===== config.mk =====
export PLATFORM = sky130hd
export DESIGN_NAME = da_serial_mac3
export DESIGN_NICKNAME = d
export VERILOG_FILES = /design/src/rtl/da_serial_mac3.sv
export SDC_FILE = /design/constraint.sdc
export NUM_CORES = 1
export LEC_CHECK = 0
export BUFFER_PORTS_ARGS = -buffer_cell sky130_fd_sc_hd__buf_4
export CAP_MARGIN = 20
export CORE_MARGIN = 2
export CORE_UTILIZATION = 36
export DETAILED_ROUTE_END_ITERATION = 8
export SLEW_MARGIN = 10
export SYNTH_ARGS = -nofsm -noshare
export SYNTH_HDL_FRONTEND = slang
export SYNTH_SLANG_ARGS = --single-unit

===== constraint.sdc =====
create_clock -name clk -period 6.33 [get_ports clk]
set_clock_uncertainty 0.1 [all_clocks]
set_input_delay 1.266 -clock clk [delete_from_list [all_inputs] [get_ports clk]]
set_output_delay 1.266 -clock clk [all_outputs]
set_load 0.01 [all_outputs]

===== src/rtl/da_serial_mac3.sv =====
// da_serial_mac3: bit-serial DA engine computing y = -2*x0 + 3*x1 + x2, MSB first.
// Define DA_LUT_REG_EN to register the LUT output (one extra SHIFT cycle, same result).
module da_serial_mac3 #(
  parameter int W = 8
) (
  input  logic                clk,
  input  logic                reset,
  input  logic                in_valid,
  output logic                in_ready,
  input  logic signed [W-1:0] x0,
  input  logic signed [W-1:0] x1,
  input  logic signed [W-1:0] x2,
  output logic                out_valid,
  input  logic                out_ready,
  output logic signed [W+2:0] y
);
  localparam int OW = W + 3;
`ifdef DA_LUT_REG_EN
  localparam int CW = $clog2(W + 1);
`else
  localparam int CW = $clog2(W);
`endif
  typedef enum logic [1:0] {IDLE, SHIFT, DONE} state_t;
  state_t               state_q;
  logic [W-1:0]         s0_q, s1_q, s2_q;
  logic [CW-1:0]        cnt_q;
  logic signed [OW-1:0] acc_q, acc_d, term;
  logic signed [3:0]    lut;
  logic [2:0]           addr;
  logic                 prime, first, last;
  assign addr = {s2_q[W-1], s1_q[W-1], s0_q[W-1]};
  always_comb begin
    lut = 4'sd0;
    case (addr)
      3'd1:    lut = -4'sd2;
      3'd2:    lut = 4'sd3;
      3'd3:    lut = 4'sd1;
      3'd4:    lut = 4'sd1;
      3'd5:    lut = -4'sd1;
      3'd6:    lut = 4'sd4;
      3'd7:    lut = 4'sd2;
      default: lut = 4'sd0;
    endcase
  end
`ifdef DA_LUT_REG_EN
  logic signed [3:0] lut_q;
  assign term  = {{(OW-4){lut_q[3]}}, lut_q};
  assign prime = cnt_q == '0;
  assign first = cnt_q == CW'(1);
  assign last  = cnt_q == CW'(W);
`else
  assign term  = {{(OW-4){lut[3]}}, lut};
  assign prime = 1'b0;
  assign first = cnt_q == '0;
  assign last  = cnt_q == CW'(W - 1);
`endif
  // The sign-bit slice carries negative weight, so the first real term is subtracted.
  assign acc_d = prime ? acc_q : first ? -term : (acc_q <<< 1) + term;
  always_ff @(posedge clk) begin
    if (reset) begin
      state_q   <= IDLE;
      in_ready  <= 1'b1;
      out_valid <= 1'b0;
      y         <= '0;
      acc_q     <= '0;
      cnt_q     <= '0;
      s0_q      <= '0;
      s1_q      <= '0;
      s2_q      <= '0;
`ifdef DA_LUT_REG_EN
      lut_q     <= '0;
`endif
    end else begin
      case (state_q)
        IDLE: if (in_valid) begin
          s0_q     <= x0;
          s1_q     <= x1;
          s2_q     <= x2;
          cnt_q    <= '0;
          in_ready <= 1'b0;
          state_q  <= SHIFT;
        end
        SHIFT: begin
          s0_q  <= s0_q << 1;
          s1_q  <= s1_q << 1;
          s2_q  <= s2_q << 1;
`ifdef DA_LUT_REG_EN
          lut_q <= lut;
`endif
          acc_q <= acc_d;
          cnt_q <= last ? '0 : cnt_q + 1'b1;
          if (last) begin
            y         <= acc_d;
            out_valid <= 1'b1;
            state_q   <= DONE;
          end
        end
        DONE: if (out_ready) begin
          out_valid <= 1'b0;
          in_ready  <= 1'b1;
          state_q   <= IDLE;
        end
        default: state_q <= IDLE;
      endcase
    end
  end
endmodule

# Word level (Yosys, flattened, before mapping)
# Index checks and enable logic that the tools add are counted.
# totals
reg_bits	52
latchBits	0
ram_bits	0
rom_bits	0
in_bits	28
word_cells	57
n_memories	0
# op_classes
add_sub_neg	3
multipliers	0
n_div	0
magnitude_cmp	0
eq_ne	13
n_shift	0
mux	21
n_bitwise	0
reduce_logical	11
# ops
cell	count
8-bit one-hot mux with 2 select lines	3
8-bit 2-to-1 mux	3
4-bit one-hot mux with 6 select lines	1
3-bit equality test (second input constant)	5
11-bit by 4-bit adder with 11-bit output	1
11-bit 2-to-1 mux	1
4-bit negator with 11-bit output	1
3-bit AND reduction	3
3-bit by 2-bit equality test with 1-bit output (second input constant)	2
2-bit 2-to-1 mux	3
3-bit 2-to-1 mux	2
2-bit inequality test (second input constant)	3
2-bit one-hot mux with 3 select lines	1
3-bit one-hot mux with 2 select lines	1
2-bit nonzero test	3
1-bit 2-to-1 mux	4
1-bit one-hot mux with 2 select lines	2
2-bit AND reduction	2
3-bit by 1-bit adder with 3-bit output (second input constant)	1
3-bit by 1-bit equality test with 1-bit output (second input constant)	1
3-bit zero test	1
2-bit by 1-bit equality test with 1-bit output (second input constant)	1
2-bit equality test (second input constant)	1
2-bit zero test	1
2-bit OR reduction	1

# Logic depth before layout (Yosys ltp)
# Gate-level depths: netlist of the first run.
# logic_depth
depth_word	5
depth_mapped	11
mapped_depth_nobuf	11

# Worst setup path after synthesis of the first run
# No wires, ideal clock.
# synth_path
path_type	flip-flop to flip-flop
startpoint	register s0_q[7]
endpoint	register y[6]
arrival_ns	2.255
setup_slack_ns	3.841
stages_incl_launch_ff	10
path_cell_list	dfxtp_1 > nor2b_1 > a21oi_2 > inv_1 > ha_1 > a21o_1 > and4_1 > or3_1 > a31oi_1 > a211oi_1
# synth_between
elab_chain_len	5
elab_cells_between_ends	12
classes_between	add/sub: 2; eq/ne: 7; mux: 2; reduce/logical: 1
# synth_rtl
element	line	rtl
from (decl)	25	logic [W-1:0] s0_q, s1_q, s2_q;
from (signal assigned)	84	s0_q <= s0_q << 1;
3-bit equality test or 3-bit by 2-bit equality test with 1-bit output (tied branches)	34	case (addr)
2-bit OR reduction (no source line)	-	
4-bit one-hot mux with 6 select lines *	34	
11-bit by 4-bit adder with 11-bit output or 4-bit negator with 11-bit output (tied branches)	58	assign acc_d = prime ? acc_q : first ? -term : (acc_q <<< 1) + term;
11-bit 2-to-1 mux *	58	
to (signal assigned)	64	y <= '0;
to (signal assigned)	93	y <= acc_d;
to (decl)	15	output logic signed [W+2:0] y
# Mark *: on every way between the ends. The rest lies on a longest branch, timed or not.
# A chain may end at the register's enable or synchronous reset.

# Worst setup path after layout of the first run
# layout_path
startpoint	register s0_q[7]
endpoint	register acc_q[9]
# layout_between
elab_chain_len	5
elab_cells_between_ends	12
classes_between	add/sub: 2; eq/ne: 7; mux: 2; reduce/logical: 1
# layout_rtl
element	line	rtl
3-bit equality test or 3-bit by 2-bit equality test with 1-bit output (tied branches)	34	
2-bit OR reduction (no source line)	-	
4-bit one-hot mux with 6 select lines *	34	
11-bit by 4-bit adder with 11-bit output or 4-bit negator with 11-bit output (tied branches)	58	
11-bit 2-to-1 mux *	58	
to (signal assigned)	65	acc_q <= '0;
to (signal assigned)	90	acc_q <= acc_d;
to (decl)	27	logic signed [OW-1:0] acc_q, acc_d, term;
# Marks and branches as above.

==> impl_metrics.json, run 1 <==
{
  "slew_violations": 0,
  "drt-met1-wl_um": 2920,
  "io_pins": 41,
  "dp.final_hpwl_um": 4230,
  "leakage_uw": 0.00132,
  "power_uw": 729,
  "slew_headroom_pct": 32.3,
  "die_w_um": 91.3,
  "drv_cap": 0,
  "grt_use_total_pct": 14.9,
  "drcViolationCount": 0,
  "place.gp.congestion": 0.877,
  "wirelength_um": 6130,
  "rows": 31,
  "clk_pin_slew_ns": 0.10,
  "reg2reg_slack_ns": 3.48,
  "status": "complete, no violations",
  "fp.dieH_um": 91.3,
  "syn_nets": 386,
  "wl_met2_um": 2930,
  "cp.arrival_ns": 2.95,
  "ctsResizeCount": 0,
  "core_area_sq_um": 7330,
  "fin_crit_sh_pct": 45.1,
  "synth_top_cell_by_area": "dfxtp_1",
  "ant_nets": 0,
  "cp.required_ns": 6.43,
  "rsz0062_at_grt": "no",
  "synth.distinct_cells": 45,
  "cts_hold_buf": 0,
  "syn_avg_cell_area_sq_um": 8.03,
  "antenna_found_initial": 0,
  "numCtsBuffers": 5,
  "hold_viol": 0,
  "peakVddDrop_mv": 0.123,
  "insertion_delay_ns": 0.30,
  "cts_setup_buffers": 0,
  "synth_ff_type": "dfxtp_1",
  "drive_gt1_share_pct": 15.4,
  "worst_pin_slew_ns": 1.02,
  "synth_area_leaders": "dfxtp_1 (38%), nand2_1 (7.4%), nor2_1 (7.0%)",
  "grt_pass1_wl_um": 10400,
  "cts_tree": "built",
  "end_kind": "register",
  "synth_top_area_share_pct": 37.9,
  "worstSetupPathType": "reg2reg",
  "via_per_inst": 5.17,
  "cts_root_buffer": "clkbuf_8",
  "power_density_nw_per_um2": 229,
  "synth.most_common_cell": "nand2_1",
  "max_freq_mhz": 351,
  "syn_inst": 342,
  "clock_path_buffers": 2,
  "nets": 414,
  "die-area_sq_um": 8340,
  "drt_iter0_drc": 127,
  "synth_seq_cells": 52,
  "grt-ovfl-total": 0,
  "vias": 2431,
  "yosysWarnings": 0,
  "finalSetupTns_ns": 0,
  "wl_met3_um": 246,
  "post_drt_wl_per_cell_um": 13.1,
  "finalSetupViolCount": 0,
  "grt_pass1_vias": 2236,
  "grt_max_degree": 57,
  "area_growth_pct": 16.1,
  "post-route-min-period_ns": 2.85,
  "ys_seq_area_share_pct": 37.9,
  "first_pass_iters": 4,
  "ys_top_cells_by_count": "nand2_1 (54), dfxtp_1 (52), nor2_1 (51)",
  "hold_path.class": "reg2reg",
  "start_util_pct": 37.4,
  "io_buffers": 40,
  "syn_area_sq_um": 2750,
  "antenna_cells": 0,
  "synth_edf_count": 0,
  "cp_max_fo": 10,
  "crit_path_start_kind": "register",
  "htreeDepth": 2,
  "top_layer": "met4",
  "async_flop_share_pct": 0,
  "cts_sinks": 52
}
[worst max-delay path: stages (launching register included)]
cell and delay, ns:
dfxtp_1 0.40, nor2b_1 0.67, a21oi_2 0.14, fa_1 0.45
nand2b_1 0.19, a21oi_1 0.26, nor4_2 0.09, mux2i_1 0.15
o41ai_1 0.30
[per-layer routing]
metal / up-vias / global-route usage, %
li1: 1269 / -
met1: 1110 / 19.5
met2: 47 / 25.6
met3: 5 / 3.07
met4: 0 / 2.78
met5: - / 0
[where the power goes]
group	switching [uW]	total, uW	leakage, uW	internal (uW)
Combinational	95.8	164	0.000844	68.4
Sequential	14.9	364	0.000427	349
Clock	112	201	0.0000445	89.2
Total	222	729	0.00132	507
[layout make-up]
class                   instances  area (sq um)
flip-flops and latches         52          1040
clock inverters                 1          7.51
repair buffers                 42           315
clock buffers                   7          86.3
well taps                      99           124
multi-input cells             259          1580
fillers                       753          4140
inverters                      10          37.5
[kinds of logic (layout without fill, tap and decap cells)]
| family | count (synthesis) | in the layout | synth area share (%) |
|---|---|---|---|
| compound gates | 86 | 86 | 22.1 |
| xor+xnor | 5 | 5 | 1.60 |
| fa+ha+maj | 16 | 16 | 7.57 |
| buf+inv | 31 | 60 | 4.79 |
| flops | 52 | 52 | 37.9 |
| mux | 3 | 3 | 1.14 |
| simple gates | 149 | 149 | 24.9 |
[worst paths after layout]
check             end  cells past startpoint  startpoint
max          acc_q[9]                      8     s0_q[7]
min reg2reg      y[2]                      2        y[2]
max reg2reg  acc_q[9]                      8     s0_q[7]
min              y[2]                      2        y[2]
[metrics by stage]
stage	instances	hold slack [ns]	setup slack, ns	utilization, %	instance area [sq um]
2_1_floorplan	342	0.341	3.84	-	2750
3_3_place_gp	462	0.349	3.60	42.2	3090
3_5_place_dp	462	0.354	3.47	42.2	3090
4_1_cts	470	0.368	3.45	43.5	3190
5_1_grt	470	0.399	3.25	43.5	3190
6_report	470	0.368	3.48	43.5	3190
[state kept, by name, indices dropped and copies added, names as in the netlist]
name,cells
s1_q,8
s2_q,8
in_ready,1
out_valid,1
state_q,2
acc_q,10
cnt_q,3
s0_q,8
y,11
[placed cells by master, fill, tap and decap left out, types with 3 or more instances in the layout]
cell type / count
nor2b_1: 8
a21oi_1: 22
clkbuf_8: 6
a31oi_1: 4
a311oi_1: 21
nand3b_1: 4
buf_4: 42
a211oi_1: 12
nand2b_1: 7
inv_1: 10
o41ai_1: 3
ha_1: 15
nor2_1: 50
nand3_1: 4
dfxtp_1: 52
nand2_1: 54
o21ai_0: 11
and2_1: 3
xnor2_1: 3
or3_1: 4
nor3_1: 5
Note: power is estimated with default switching activity, not from simulation.
==> run 2, diff against run 1 <==
Clock period 6.33 ns to 2.4 ns, I/O delays scaled along.
==> run 2 against run 1 <==
Count of clock-buffer cells in the layout decreased by 2. Sequential power rose to 2.6 times the previous value. Flip-flop and latch count is the same. Clock power rose to 2.6 times the previous value. Worst hold slack lost 0.042 ns. First-iteration DRC count down 40%. Combinational power grew to 3.1 times the previous value. Critical path depth rose by 2. Global-route usage grew 0.59 points. Largest power group unchanged.
==> impl_metrics.json, run 2 (synthesis results as in run 1) <==
{
  "antenna_found_initial": 0,
  "hold_viol": 0,
  "area_growth_pct": 24.0,
  "first_pass_iters": 4,
  "finalSetupViolCount": 0,
  "fin_crit_sh_pct": 97.2,
  "grt_max_degree": 57,
  "final_cells": 484,
  "timing.rr.start": "s1_q[7]",
  "die_w_um": 91.3,
  "multi_input_area_sq_um": 1680,
  "r2r_end": "y[6]",
  "end_kind": "register",
  "ant_nets": 0,
  "cp_max_fo": 6,
  "numCtsBuffers": 5,
  "hold_path.class": "in2reg",
  "cp-startpoint": "s1_q[7]",
  "crit_path_start_kind": "register",
  "status": "complete, no violations",
  "start_util_pct": 37.4,
  "top_regs": "y: 11 flops, acc_q: 10 flops",
  "core_area_sq_um": 7330,
  "rows": 31,
  "drive_gt1_share_pct": 23.6,
  "drt_iter0_drc": 76,
  "dp_cells": 474,
  "antenna_cells": 0,
  "nets": 428,
  "layout_commonest_cell": "buf_4",
  "cp_num_buf_inv": 2,
  "cp.required_ns": 2.47,
  "clk_pin_slew_ns": 0.10,
  "power_uw": 1990,
  "worst_path_largest_cell_delay_ns": 0.40,
  "grt_pass1_vias": 2392,
  "die-area_sq_um": 8340,
  "setup.worst_path.end": "y[6]",
  "post-route-min-period_ns": 2.33,
  "fillers": 727,
  "fp.dieH_um": 91.3,
  "worst_pin_slew_ns": 0.729,
  "cts_root_buffer": "clkbuf_8",
  "reg2reg_slack_ns": 0.07,
  "final_area_sq_um": 3400,
  "path_cells": "buf_4, nor2b_2, a21oi_2, inv_1, ha_1, a21o_1, and4_1, or3_1, a31oi_2, a211oi_1",
  "via_per_inst": 5.26,
  "drcViolationCount": 0,
  "rsz0062_at_grt": "yes",
  "grt_use_total_pct": 15.5,
  "wirelength_um": 6290,
  "post_drt_wl_per_cell_um": 13.0,
  "clock_path_buffers": 2,
  "slew_violations": 0,
  "cp.arrival_ns": 2.41,
  "leakage_uw": 0.00141,
  "dp.final_hpwl_um": 4300,
  "insertion_delay_ns": 0.31,
  "worstSetupPathType": "reg2reg",
  "largest_reg_flops": 11,
  "place.gp.congestion": 0.831,
  "htreeDepth": 2,
  "r2r.worst_path.cells": 10,
  "critical_path.top_delay_family": "compound AO/OA/AOI/OAI gates",
  "fin_util_pct": 46.4,
  "io_pins": 41,
  "vias": 2544,
  "peakVddDrop_mv": 0.270,
  "grt-ovfl-total": 0,
  "cts_sinks": 52,
  "power_density_nw_per_um2": 583,
  "max_freq_mhz": 429,
  "path_depth": 10,
  "mostFrequentLayoutCells": "buf_4 (55), nand2_1 (54), nor2_1 (50)",
  "max_flop_register": "y",
  "cp_slowest_cell": "dfxtp_4",
  "slew_headroom_pct": 51.4,
  "final-seq-area_sq_um": 1050,
  "holdWs_ns": 0.327,
  "dpl_cell_area_sq_um": 3190,
  "io_buffers": 40,
  "grt_pass1_wl_um": 10800,
  "cts_tree": "built",
  "drv_cap": 0
}
[run 2: worst min path at each step]
stage	from	endpoint	slack [ns]	depth (start not counted)
final	x2[7]	s2_q[7]	0.33	3
after global placement	y[2]	y[2]	0.35	2
after global routing	x0[5]	s0_q[5]	0.33	3
after detailed placement	y[2]	y[2]	0.35	2
after floorplan	acc_q[2]	acc_q[2]	0.34	2
after CTS	x0[1]	s0_q[1]	0.33	3
[run 2: power by group]
part           internal (uW)  switching [uW]  leakage (uW)
Combinational            223             279      0.000938
Sequential               922            40.2      0.000428
Clock                    208             313     0.0000445
[run 2: per-layer routing]
layer	vias up	share of wire (%)	track usage (%)	routed length, um
met4	0	0.76	3.79	48
met1	1201	47	20.1	2960
met5	-	0	0	0
met3	4	2.9	2.74	180
met2	39	49	26.7	3110
li1	1300	-	-	-
[run 2: area by class of cell]
cell class              instances  area share, %
flip-flops and latches         52           30.8
multi-input cells             259           49.4
inverters                      10           1.10
well taps                      99           3.64
clock buffers                   5           2.02
repair buffers                 56           12.5
clock inverters                 3          0.625
[run 2: worst register-to-register path: cells and delay by family (launching register included)]
kind            cells  cell delay, ns
compound gates      4            0.67
simple gates        3            0.59
flops               1            0.40
fa+ha+maj           1            0.26
buf+inv             2            0.18
[run 2: what timing repair did]
action / CTS / global route
setup endpoints to repair: 7 / 10
hold buffers: 0 / 0
buffers inserted: 0 / 2
pin swaps: 1 / 10
cloned: 0 / 0
resized for setup: 4 / 22
[run 2: through the flow]
stage          worst slack, ns  setup TNS [ns]
6_report                0.0675               0
5_1_grt                -0.0283         -0.0610
4_1_cts                 0.0112               0
3_5_place_dp           -0.0687          -0.210
3_3_place_gp            0.0299               0
2_1_floorplan           0.0638               0
